--- config.mk ---
export PLATFORM = sky130hd
export DESIGN_NAME = branch_predictor
export DESIGN_NICKNAME = d
export VERILOG_FILES = /design/src/rtl/branch_predictor.sv
export SDC_FILE = /design/constraint.sdc
export NUM_CORES = 1
export LEC_CHECK = 0
export BUFFER_PORTS_ARGS = -buffer_cell sky130_fd_sc_hd__buf_4
export CORE_MARGIN = 2
export CORE_UTILIZATION = 45
export CTS_CLUSTER_DIAMETER = 80
export DETAILED_ROUTE_END_ITERATION = 8
export HOLD_SLACK_MARGIN = 0.12
export SLEW_MARGIN = 5
export SYNTH_ARGS = -nofsm -noshare
export SYNTH_HDL_FRONTEND = slang
export SYNTH_SLANG_ARGS = --single-unit
--- constraint.sdc ---
create_clock -name clk -period 3.98 [get_ports clk]
set_input_delay 0 -clock clk [delete_from_list [all_inputs] [get_ports clk]]
set_output_delay 0 -clock clk [all_outputs]
set_load 0.1 [all_outputs]
--- src/rtl/branch_predictor.sv ---
// Branch predictor: a BHT of 2-bit saturating counters for conditional
// branches, a direct-mapped jalr target buffer (JTB), and two saturating
// event counters.
// Predictions are combinational reads of the pre-edge table contents.
// Updates from the resolve stage land on the next rising edge.
module branch_predictor #(
  parameter int BHT_IDX_W = 6,
  parameter int JTB_IDX_W = 4
) (
  input  logic        clk,
  input  logic        rst_n,
  input  logic [31:0] pc_query,
  input  logic        B_type_query,
  input  logic        jalr_query,
  output logic        B_type_prediction_result,
  output logic [31:0] jalr_pc_prediciton,
  input  logic        upd_B_valid,
  input  logic [31:0] upd_B_pc,
  input  logic        upd_B_taken,
  input  logic        upd_jalr_valid,
  input  logic [31:0] upd_jalr_pc,
  input  logic [31:0] upd_jalr_target,
  input  logic        PL_flush,
  output logic [15:0] mispredict_cnt,
  output logic [15:0] resolve_cnt
);

  localparam int BHT_N = 1 << BHT_IDX_W;
  localparam int JTB_N = 1 << JTB_IDX_W;
  localparam int TAG_W = 32 - JTB_IDX_W - 2;

  // Counter encodings: 00 strong-NT, 01 weak-NT, 10 weak-T, 11 strong-T
  localparam logic [1:0] CNT_RESET = 2'b01;

  // Table storage. Every BHT entry and JTB valid bit must clear
  // asynchronously, so these are flops rather than block RAM.
  logic [1:0]       bht        [BHT_N];
  logic             jtb_valid  [JTB_N];
  logic [TAG_W-1:0] jtb_tag    [JTB_N];
  logic [31:0]      jtb_target [JTB_N];

  // Index and tag extraction. Bits [1:0] are always zero for aligned code.
  logic [BHT_IDX_W-1:0] query_bht_idx;
  logic [BHT_IDX_W-1:0] upd_bht_idx;
  logic [JTB_IDX_W-1:0] query_jtb_idx;
  logic [JTB_IDX_W-1:0] upd_jtb_idx;
  logic [TAG_W-1:0]     query_tag;
  logic [TAG_W-1:0]     upd_tag;

  assign query_bht_idx = pc_query[BHT_IDX_W+1:2];
  assign upd_bht_idx   = upd_B_pc[BHT_IDX_W+1:2];
  assign query_jtb_idx = pc_query[JTB_IDX_W+1:2];
  assign upd_jtb_idx   = upd_jalr_pc[JTB_IDX_W+1:2];
  assign query_tag     = pc_query[31:JTB_IDX_W+2];
  assign upd_tag       = upd_jalr_pc[31:JTB_IDX_W+2];

  // Address bits that never take part in indexing or tagging.
  logic unused_pc_bits;
  assign unused_pc_bits = ^{upd_B_pc[31:BHT_IDX_W+2], upd_B_pc[1:0],
                            upd_jalr_pc[1:0]};

  // ---------------------------------------------------------------------
  // Prediction path (zero latency, reads pre-edge contents)
  // ---------------------------------------------------------------------
  logic [1:0]  query_cnt;
  logic        jtb_hit;
  logic [31:0] pc_plus4;

  assign query_cnt = bht[query_bht_idx];
  assign pc_plus4  = pc_query + 32'd4;
  assign jtb_hit   = jalr_query && jtb_valid[query_jtb_idx] &&
                     (jtb_tag[query_jtb_idx] == query_tag);

  assign B_type_prediction_result = B_type_query && query_cnt[1];
  assign jalr_pc_prediciton       = jtb_hit ? jtb_target[query_jtb_idx]
                                            : pc_plus4;

  // ---------------------------------------------------------------------
  // BHT update: saturating increment on taken, decrement on not-taken
  // ---------------------------------------------------------------------
  logic [1:0] upd_cnt_cur;
  logic [1:0] upd_cnt_next;

  assign upd_cnt_cur = bht[upd_bht_idx];

  // Next value of the counter addressed by the resolving branch
  always_comb begin
    upd_cnt_next = upd_cnt_cur;
    if (upd_B_taken) begin
      if (upd_cnt_cur != 2'b11) upd_cnt_next = upd_cnt_cur + 2'b01;
    end else begin
      if (upd_cnt_cur != 2'b00) upd_cnt_next = upd_cnt_cur - 2'b01;
    end
  end

  genvar gi;
  generate
    for (gi = 0; gi < BHT_N; gi++) begin : g_bht
      // One counter per entry; only the addressed entry moves
      always_ff @(posedge clk or negedge rst_n) begin
        if (!rst_n) begin
          bht[gi] <= CNT_RESET;
        end else if (upd_B_valid && (upd_bht_idx == BHT_IDX_W'(gi))) begin
          bht[gi] <= upd_cnt_next;
        end
      end
    end
  endgenerate

  // ---------------------------------------------------------------------
  // JTB update: resolved jalr overwrites its slot unconditionally
  // ---------------------------------------------------------------------
  generate
    for (gi = 0; gi < JTB_N; gi++) begin : g_jtb
      logic sel;
      assign sel = upd_jalr_valid && (upd_jtb_idx == JTB_IDX_W'(gi));

      // Valid bit clears on reset so stale tag/target data is never used
      always_ff @(posedge clk or negedge rst_n) begin
        if (!rst_n) begin
          jtb_valid[gi] <= 1'b0;
        end else if (sel) begin
          jtb_valid[gi] <= 1'b1;
        end
      end

      // Tag and target payload; meaningful only while the valid bit is set
      always_ff @(posedge clk) begin
        if (sel && rst_n) begin
          jtb_tag[gi]    <= upd_tag;
          jtb_target[gi] <= upd_jalr_target;
        end
      end
    end
  endgenerate

  // ---------------------------------------------------------------------
  // Statistics counters, both saturating at 16'hFFFF
  // ---------------------------------------------------------------------
  logic [1:0]  resolve_inc;
  logic [16:0] resolve_sum;
  logic [15:0] resolve_next;

  assign resolve_inc  = {1'b0, upd_B_valid} + {1'b0, upd_jalr_valid};
  assign resolve_sum  = {1'b0, resolve_cnt} + {15'd0, resolve_inc};
  // A carry out means the add overshot; clamp so FFFE+2 lands on FFFF
  assign resolve_next = resolve_sum[16] ? 16'hFFFF : resolve_sum[15:0];

  // Count flush cycles and resolved control-flow instructions
  always_ff @(posedge clk or negedge rst_n) begin
    if (!rst_n) begin
      mispredict_cnt <= 16'd0;
      resolve_cnt    <= 16'd0;
    end else begin
      if (PL_flush && (mispredict_cnt != 16'hFFFF)) begin
        mispredict_cnt <= mispredict_cnt + 16'd1;
      end
      resolve_cnt <= resolve_next;
    end
  end

endmodule

; ---- Word-level counts from Yosys, hierarchy flattened
; Memories as Yosys holds them, arrays and structs flattened.
; Index checks and enable logic that the tools add are counted.
[totals]
register_bits = 176
ram_bits = 928
out_inout_bits = 65
memories = 2
[memory_table]
columns = name, words, word_bits, read_ports, rd_ports_with_merged_regs, wr, line_no
row1 = jtb_target, 16, 32, 1, 0, 1, 40  ; logic [31:0] jtb_target [JTB_N];
row2 = jtb_tag, 16, 26, 1, 0, 1, 39  ; logic [TAG_W-1:0] jtb_tag [JTB_N];
[classes]
add_sub_neg = 6
n_lt_le_gt_ge = 3
eq_ne = 81
muxes = 136
bitwise_logic = 3
reduce_logical = 133
[ops]
columns = cell, count
row1 = $mux W32, 16
row2 = $reduce_or A32 Y1, 15
row3 = $mux W26, 15
row4 = $reduce_or A26 Y1, 15
row5 = $eq A6 B6 Y1 const B, 32
row6 = $mux W4, 30
row7 = $logic_and A1 B1 Y1, 100
row8 = $eq A6 B5 Y1 const B, 16
row9 = $mux W1, 64
row10 = $eq A6 B4 Y1 const B, 8
row11 = $add A32 B3 Y32 const B, 1
row12 = $eq A4 B4 Y1 const B, 8
row13 = $eq A26 B26 Y1, 1
row14 = $bmux W2 S6, 2
row15 = $eq A6 B3 Y1 const B, 4
row16 = $add A16 B2 Y17, 1
row17 = $add A16 B1 Y16 const B, 1
row18 = $eq A4 B3 Y1 const B, 4
row19 = $mux W16, 1
row20 = $ne A16 B16 Y1 const B, 1
row21 = $ge A7 B7 Y1 const B, 2
row22 = $mux W2, 7
row23 = $not A6 Y7, 2
row24 = $eq A6 B2 Y1 const B, 2
row25 = 13 further kinds, 14

; ---- Logic depth before layout (Yosys ltp)
; Gate-level depths: netlist (run 1).
[depth]
word_depth = 21
depth_mapped = 14

; ---- Worst setup path before layout (run 1)
; Ideal clock, no wire load.
[synth_path]
kind = input -> register
start = input upd_jalr_valid
end = memory jtb_tag[0][0] (netlist bit), enable pin
arrival_time_ps = 4567
setup_slack_ps = -1133
cell_stages = 4
path_buffers = 0
path_cell_list = inv_1 nor3_1 nand2_1 nor3_1
[synth_between]
elab_chain_len = 20
word_cells_on_any_way = 109
cone_classes = 62 x mux / 47 x reduce/logical
[synth_rtl]
columns = item, line_no
row1 = start: declaration, 20  ; input logic upd_jalr_valid,
row2 = $logic_and A1 B1 Y1, 116  ; assign sel = upd_jalr_valid && (upd_jtb_idx == JTB_IDX_W'(gi));
row3 = $logic_and A1 B1 Y1, 129  ; if (sel && rst_n) begin
row4 = $mux W1, 129
row5 = $mux W1 (not written as such), 130  ; jtb_tag[gi] <= upd_tag;
row6 = $reduce_or A26 Y1 (no line), --
row7 = $mux W4 (no line) / $mux W1 (equally long branches) (15 in series), --
row8 = end: declaration, 39
; Parallel ways exist; a longest one is shown, timed or not.

; ---- Worst setup path in the final report (run 1)
[layout_path]
start = memory jtb_tag[15][16] (netlist bit)
end = output jalr_pc_prediciton[30]
[layout_between]
elab_chain_len = 4
[layout_rtl]
columns = item, line_no
row1 = $mem_v2 Z16 W26, --
row2 = $eq A26 B26 Y1, 72  ; (jtb_tag[query_jtb_idx] == query_tag);
row3 = $logic_and A1 B1 Y1, 71  ; assign jtb_hit = jalr_query && jtb_valid[query_jtb_idx] &&
row4 = $mux W32, 75  ; assign jalr_pc_prediciton = jtb_hit ? jtb_target[query_jtb_idx]
row5 = end: declaration, 16  ; output logic [31:0] jalr_pc_prediciton,
; No other way between the ends.

==> results of run 1 <==
## final cells by class
class | count | area (µm²)
sequential | 1104 | 32350
tap | 1298 | 1624
antenna | 2 | 5.005
clock inverter | 72 | 631.9
inverter | 14 | 52.55
fill | 7802 | 46380
clock buffer | 136 | 3018
multi-input combinational | 1156 | 12540
timing repair buffer | 359 | 3537
## how the worst min path moves through the flow
stage | slack, ns | from | to
floorplan | -0.30 | rst_n | bht[101]$_DFFE_PN0P_
detailed placement | -0.04 | rst_n | resolve_cnt[8]$_DFF_PN0_
finish | 0.16 | upd_jalr_target[4] | jtb_target[6][4]$_DFFE_PP_
CTS | 0.12 | upd_jalr_target[26] | jtb_target[14][26]$_DFFE_PP_
global route | 0.16 | upd_jalr_target[4] | jtb_target[6][4]$_DFFE_PP_
global placement | -0.05 | rst_n | resolve_cnt[8]$_DFF_PN0_
## power breakdown
part | switching, mW | total (mW) | leakage (nW) | internal, mW
Combinational | 1.78 | 2.79 | 5.82 | 1.01
Clock | 4.45 | 10.4 | 1.82 | 5.98
Sequential | 0.193 | 13.1 | 10.5 | 12.9
## synthesized netlist by cell type (30+ instances only)
cell | n | area [µm²]
edfxtp_1 | 928 | 27870
nand2_1 | 252 | 945.9
xnor2_1 | 45 | 394.1
mux4_2 | 320 | 7207
xor2_1 | 30 | 262.8
buf_2 | 34 | 170.2
clkbuf_1 | 57 | 214.0
dfstp_2 | 64 | 1682
nand3_1 | 34 | 170.2
o21ai_0 | 107 | 535.5
dfrtp_1 | 112 | 2803
o21ai_1 | 32 | 160.2
mux2i_1 | 56 | 560.5
nor2_1 | 49 | 183.9
## worst max-delay path: stages (launching register included)
cell and delay [ns]:
edfxtp_1 0.36, mux4_2 0.48, mux2i_2 0.29, o221ai_1 0.28, a2111oi_2 0.49, nand4_1 0.19
nor4_4 0.26, buf_6 0.20, buf_12 0.20, mux2_4 0.37, buf_12 0.18
## kinds of logic after synthesis
group,synth area share
muxes,0.1822
buffers and inverters,0.01594
and+or+nand+nor,0.04163
adders and majority gates,0.001267
xor gates and xnor gates,0.01445
DFF,0.7119
AOI/OAI and AO/OA,0.03263
## repair_timing
| action | 4_1_cts | 5_1_grt |
|---|---|---|
| cloned | 0 | 0 |
| setup buffers | 1 | 0 |
| resized for setup | 50 | 41 |
| hold buffers | 93 | 0 |
| endpoints found under the hold margin | 1282 | 0 |
| endpoints found under the setup margin | 32 | 32 |
| pin swaps | 1 | 1 |
## per-stage QoR
stage          worst slack, ns  utilization  hold slack, ns
6_report              -0.02079       0.5368          0.1562
5_1_grt                -0.1144       0.5368          0.1553
4_1_cts               -0.02506       0.5350          0.1226
3_5_place_dp            0.1031       0.4871        -0.03972
3_3_place_gp           0.03688       0.4871        -0.04779
2_1_floorplan           0.4112            -         -0.2956
## layer usage
metal / wire, µm / vias up / part of all wire / track usage
met5: 55 / - / 0.00047 / 0
met4: 2603 / 8 / 0.022 / 0.05337
met3: 7724 / 186 / 0.066 / 0.03810
met2: 57740 / 844 / 0.49 / 0.3765
met1: 49310 / 12950 / 0.42 / 0.3244
li1: - / 10410 / - / -
## registers in the layout (all words and copies together) (netlist names)
register / count
jtb_valid: 16
bht: 128
jtb_tag: 416
resolve_cnt: 16
mispredict_cnt: 16
jtb_target: 512
==> impl_metrics.toml, run 1 <==
[setup_path]
end_kind = "primary output"
reg2reg_to = "bht[56]$_DFFE_PN1P_"
critPathLaunch = "jtb_tag[15][16]$_DFFE_PP_"
path_class = "reg2out"
required_ns = 3.98
reg2reg_slack_ns = 0.58
path_max_fanout = 16
startpoint_type = "flip-flop"
critPathCapture = "jalr_pc_prediciton[30]"
ff2ff_path_depth = 8
critPathArrivalTime_ns = 4.00
reg2reg_from = "bht[121]$_DFFE_PN0P_"

[min_path]
whs_path_depth = 2
min_path_type = "in2reg"

[timing]
fin_skew_ns = 0.02150
hold_viol_final = 0
finalCritPeriodShare = 1.005
setup_slack_ns = -0.02079
rsz0062_at_grt = "true"
drv_slew = 0
finalCriticalPeriod_ns = 4.001
tightestPinTransition_ns = 1.115
setup_viol = 7
timing.fmax_mhz = 250.0
max_slew_margin = 0.2567
tns_ns = -0.09118

[synthesis]
syn-num-nets = 2542
ys_ff_latch = 1104
synth_edf_count = 928
syn_avg_cell_area_um2 = 18.92
syn_inst = 2402
synthesis.area_um2 = 45450
synth_cell_types = 64
yosys_most_used_dff = "edfxtp_1"
synthArstFlopShare = 0.1594
yosys_warnings = 0
synth-seq-area-share = 0.7119

[clocking]
clock_sinks = 1104
cts-root-buf = "clkbuf_16"
cts.path.max_buffers = 3
cts_made_buffers = 113
cts_tree = "done"
clkTransAtPathRegs_ns = 0.06
insertion_delay_ns = 0.70
h-tree-depth = 3

[detailed_routing]
postRouteAntennaNets = 0
viasPerCell = 5.891
drt_wl_total_um = 117400
wl_per_cell_um = 28.36
route.detailed.drc = 0
drt_iter0_drc = 2766
first_pass_iters = 6
routed-via-count = 24400

[place]
gp_congestion = 0.8295
place_area_um2 = 48780
dp_hpwl_um = 69720
port_buffers = 172
place_inst = 3837

[floorplanning]
rows = 116
die_area_um2 = 103500
io_pins = 201
fp.dieH_um = 321.8
coreArea_um2 = 100100
initial_core_util = 0.4538
die_w_um = 321.8

[power_and_ir_drop]
power_density_nw_per_um2 = 490.2
ir_drop_mv = 0.3620
totalPowerFinal_mw = 26.36
power_leakage_nw = 18.14

[grt]
grt_max_degree = 89
track_usage = 0.2296
grt_overflow = 0
grt_pass1_vias = 24990
antenna_found_initial = 4
grt_pass1_wl_um = 172300

[layout]
final_common_cell = "edfxtp_1"
syn_to_final_growth_pct = 18.30
layout_common_cells = "edfxtp_1, mux4_2, nand2_1"
finalInstanceArea_um2 = 53760
layout.nets = 2888
final_layout_size_suffix_gt1_frac = 0.3154
finalNonFillerCells = 4141

[run_status]
violations = "negative setup slack"
status = "complete, but fails checks"

[flow_run]
drv_cap = 0
Power figures use the tool's default switching activity.
==> run 2, diff against run 1 <==
- ABC_AREA: not set -> 1
- CELL_PAD_IN_SITES_DETAIL_PLACEMENT: not set -> 1
- CELL_PAD_IN_SITES_GLOBAL_PLACEMENT: not set -> 1
- PLACE_DENSITY_LB_ADDON: not set -> 0.1
- TNS_END_PERCENT: not set -> 1
==> impl_metrics.toml, run 2 <==
[grt]
grt_overflow = 0
antenna_found_initial = 9
grt_pass1_wl_um = 233800
grt_pass1_vias = 37440
grt_max_degree = 128
track_usage = 0.2864

[clocking]
cts_made_buffers = 118
clkTransAtPathRegs_ns = 0.06
clock_sinks = 1104
cts-root-buf = "clkbuf_16"
cts.path.max_buffers = 3
cts_tree = "done"
h-tree-depth = 3
insertion_delay_ns = 0.72
post_cts_buffers = 0

[place]
port_buffers = 172
gp_congestion = 0.8480
dp_hpwl_um = 91560

[setup_path]
slowest_delay_ns = 0.53
crit_buf_inv = 3
path_class = "reg2out"
reg2reg_from = "bht[15]$_DFFE_PN0P_"
critPathArrivalTime_ns = 3.65
ff2ff_path_depth = 13
reg2reg_slack_ns = 1.46
end_kind = "primary output"
cpMaxStageDelayCell = "nor2_4"
crit_family = "simple AND/OR/NAND/NOR gates"
reg2reg_to = "bht[2]$_DFFE_PN1P_"
path_cells = "inv_1 -> nand2_1 -> nand3_1 -> nand2_1 -> nand2_1 -> nand2_1 -> inv_1 -> nand2_1 -> nand2_1 -> nand2_1 -> nor2_1 -> nand2_1 -> nor2_1 -> nand2_2 -> nor2_4 -> nand2_1 -> nand2_1 -> buf_4"
startpoint_type = "flip-flop"
path_max_fanout = 22
required_ns = 3.98
cp_common_cell = "nand2_1"

[detailed_routing]
drt_iter0_drc = 2947
first_pass_iters = 5
routed-via-count = 36070
drt_wl_total_um = 156700
route.detailed.drc = 0
viasPerCell = 5.577
postRouteAntennaNets = 0
wl_per_cell_um = 24.23

[synthesis]
syn-num-nets = 4844
syn_inst = 4704
syn_avg_cell_area_um2 = 10.24
synthesis.area_um2 = 48170
ys_ff_latch = 1104
netlist_top_cells_count = "nand2_1, edfxtp_1, nor2_1"
yosys_most_used_dff = "edfxtp_1"
synth-seq-area-share = 0.6716
yosys_warnings = 0
synth_cell_types = 39
synth_top_area_share = 0.5785
synth_area_leaders = "edfxtp_1, nand2_1, dfrtp_1"
synth_largest_area_cell = "edfxtp_1"
synth.most_common_cell = "nand2_1"
synth_edf_count = 928
synthArstFlopShare = 0.1594

[timing]
rsz0062_at_grt = "false"
timing.hold.ws_ns = 0.1598
finalCriticalPeriod_ns = 3.651
fin_skew_ns = 0.01848
finalCritPeriodShare = 0.9174
drv_slew = 0
tightestPinTransition_ns = 0.9912
setup_viol = 0
max_slew_margin = 0.3385
hold_viol_final = 0
timing.fmax_mhz = 273.9
tns_ns = 0

[min_path]
min_path_type = "in2reg"
whs_path_depth = 2
hold_path_end = "jtb_target[9][20]$_DFFE_PP_"
min-delay-start = "upd_jalr_target[20]"

[layout]
largest_registers = "jtb_target (512), jtb_tag (416), bht (128)"
layout_common_cells = "nand2_1, edfxtp_1, nor2_1"
final_util = 0.5296
final_layout_size_suffix_gt1_frac = 0.1083
layout.nets = 5096
syn_to_final_growth_pct = 17.21
largest_register_ffs = 512
regMostFlops = "jtb_target"
final_common_cell = "nand2_1"
fill_cells = 11490

[power_and_ir_drop]
clkPwrFrac = 0.410
power_frac_seq = 0.478
pwr-share-comb = 0.113
switchingPower_mw = 7.251
ir_drop_mv = 0.3832
swShare = 0.2644
power_density_nw_per_um2 = 485.6
internal_power_mw = 20.17
power_leakage_nw = 22.13

[floorplanning]
io_pins = 201
fp.dieH_um = 331.2
initial_core_util = 0.4519
rows = 120
coreArea_um2 = 106600
die_w_um = 331.2
die_area_um2 = 109700

[run_status]
status = "complete, no violations"

[flow_run]
drv_cap = 0
## run 2: kinds of logic (layout without fill, tap and decap cells)
family | after synthesis | count (layout) | share of synthesized area
xor+xnor | 44 | 44 | 0.008000
other cells | 0 | 4 | 0
flops | 1104 | 1104 | 0.6716
fa+ha+maj | 4 | 4 | 0.001195
buf+inv | 623 | 980 | 0.05192
compound gates | 609 | 609 | 0.07439
simple gates | 2320 | 2320 | 0.1929
## run 2: power groups by stage
| stage | clock network (mW) | registers (mW) | logic, mW |
|---|---|---|---|
| finish | 11.2 | 13.1 | 3.09 |
| global placement | 0 | 13.3 | 2.93 |
| CTS | 11.4 | 13.1 | 3.10 |
| global route | 11.8 | 13.1 | 3.32 |
| detailed placement | 0 | 13.3 | 2.98 |
| floorplan | 0 | 13.8 | 1.33 |
## run 2: worst max-delay path by stage
stage / startpoint / end / slack (ns) / depth (start not counted)
4_1_cts: jtb_tag[15][15]$_DFFE_PP_ / jalr_pc_prediciton[28] / 0.30 / 18
3_5_place_dp: pc_query[2] / jalr_pc_prediciton[4] / 0.52 / 19
2_1_floorplan: pc_query[2] / B_type_prediction_result / 0.19 / 14
3_3_place_gp: pc_query[2] / jalr_pc_prediciton[20] / 0.57 / 19
6_report: jtb_tag[15][15]$_DFFE_PP_ / jalr_pc_prediciton[28] / 0.33 / 18
5_1_grt: jtb_tag[15][14]$_DFFE_PP_ / jalr_pc_prediciton[4] / 0.04 / 17
## run 2: repair_timing
action / 4_1_cts / 5_1_grt
hold endpoints to repair: 1468 / 0
resized for setup: 0 / 0
hold buffers: 110 / 0
## run 2: worst reg2reg max path, delay by kind of cell, from the launching register on
kind,cells,cell delay (ns)
buffers and inverters,1,0.56
AO/OA/AOI/OAI,1,0.20
flip-flops,1,0.40
AND/OR/NAND/NOR,11,1.32
## run 2: layer usage
layer,up-vias,GRT usage,wire (µm)
li1,16450,-,-
met1,18330,0.3818,67210
met2,1010,0.4846,76570
met3,279,0.03231,7246
met4,8,0.1045,5634
met5,-,0,52
## run 2: stage by stage
| step | cell area [µm²] | instances | worst slack [ns] | total power [mW] |
|---|---|---|---|---|
| 2_1_floorplan | 48170 | 4704 | 0.1892 | 15.17 |
| 3_3_place_gp | 51390 | 6129 | 0.5740 | 16.24 |
| 3_5_place_dp | 51390 | 6129 | 0.5220 | 16.31 |
| 4_1_cts | 56450 | 6464 | 0.3005 | 27.60 |
| 5_1_grt | 56450 | 6466 | 0.04167 | 28.24 |
| 6_report | 56460 | 6468 | 0.3286 | 27.42 |
## run 2: area by class of cell
| cell class | count | area [µm²] | area share |
|---|---|---|---|
| diodes | 4 | 10.01 | 0.0001773 |
| multi-input cells | 2977 | 13460 | 0.2384 |
| well taps | 1403 | 1755 | 0.03109 |
| clock buffers | 143 | 3068 | 0.05434 |
| flip-flops and latches | 1104 | 32350 | 0.5730 |
| clock inverters | 82 | 880.8 | 0.01560 |
| inverters | 379 | 1444 | 0.02557 |
| repair buffers | 376 | 3490 | 0.06181 |
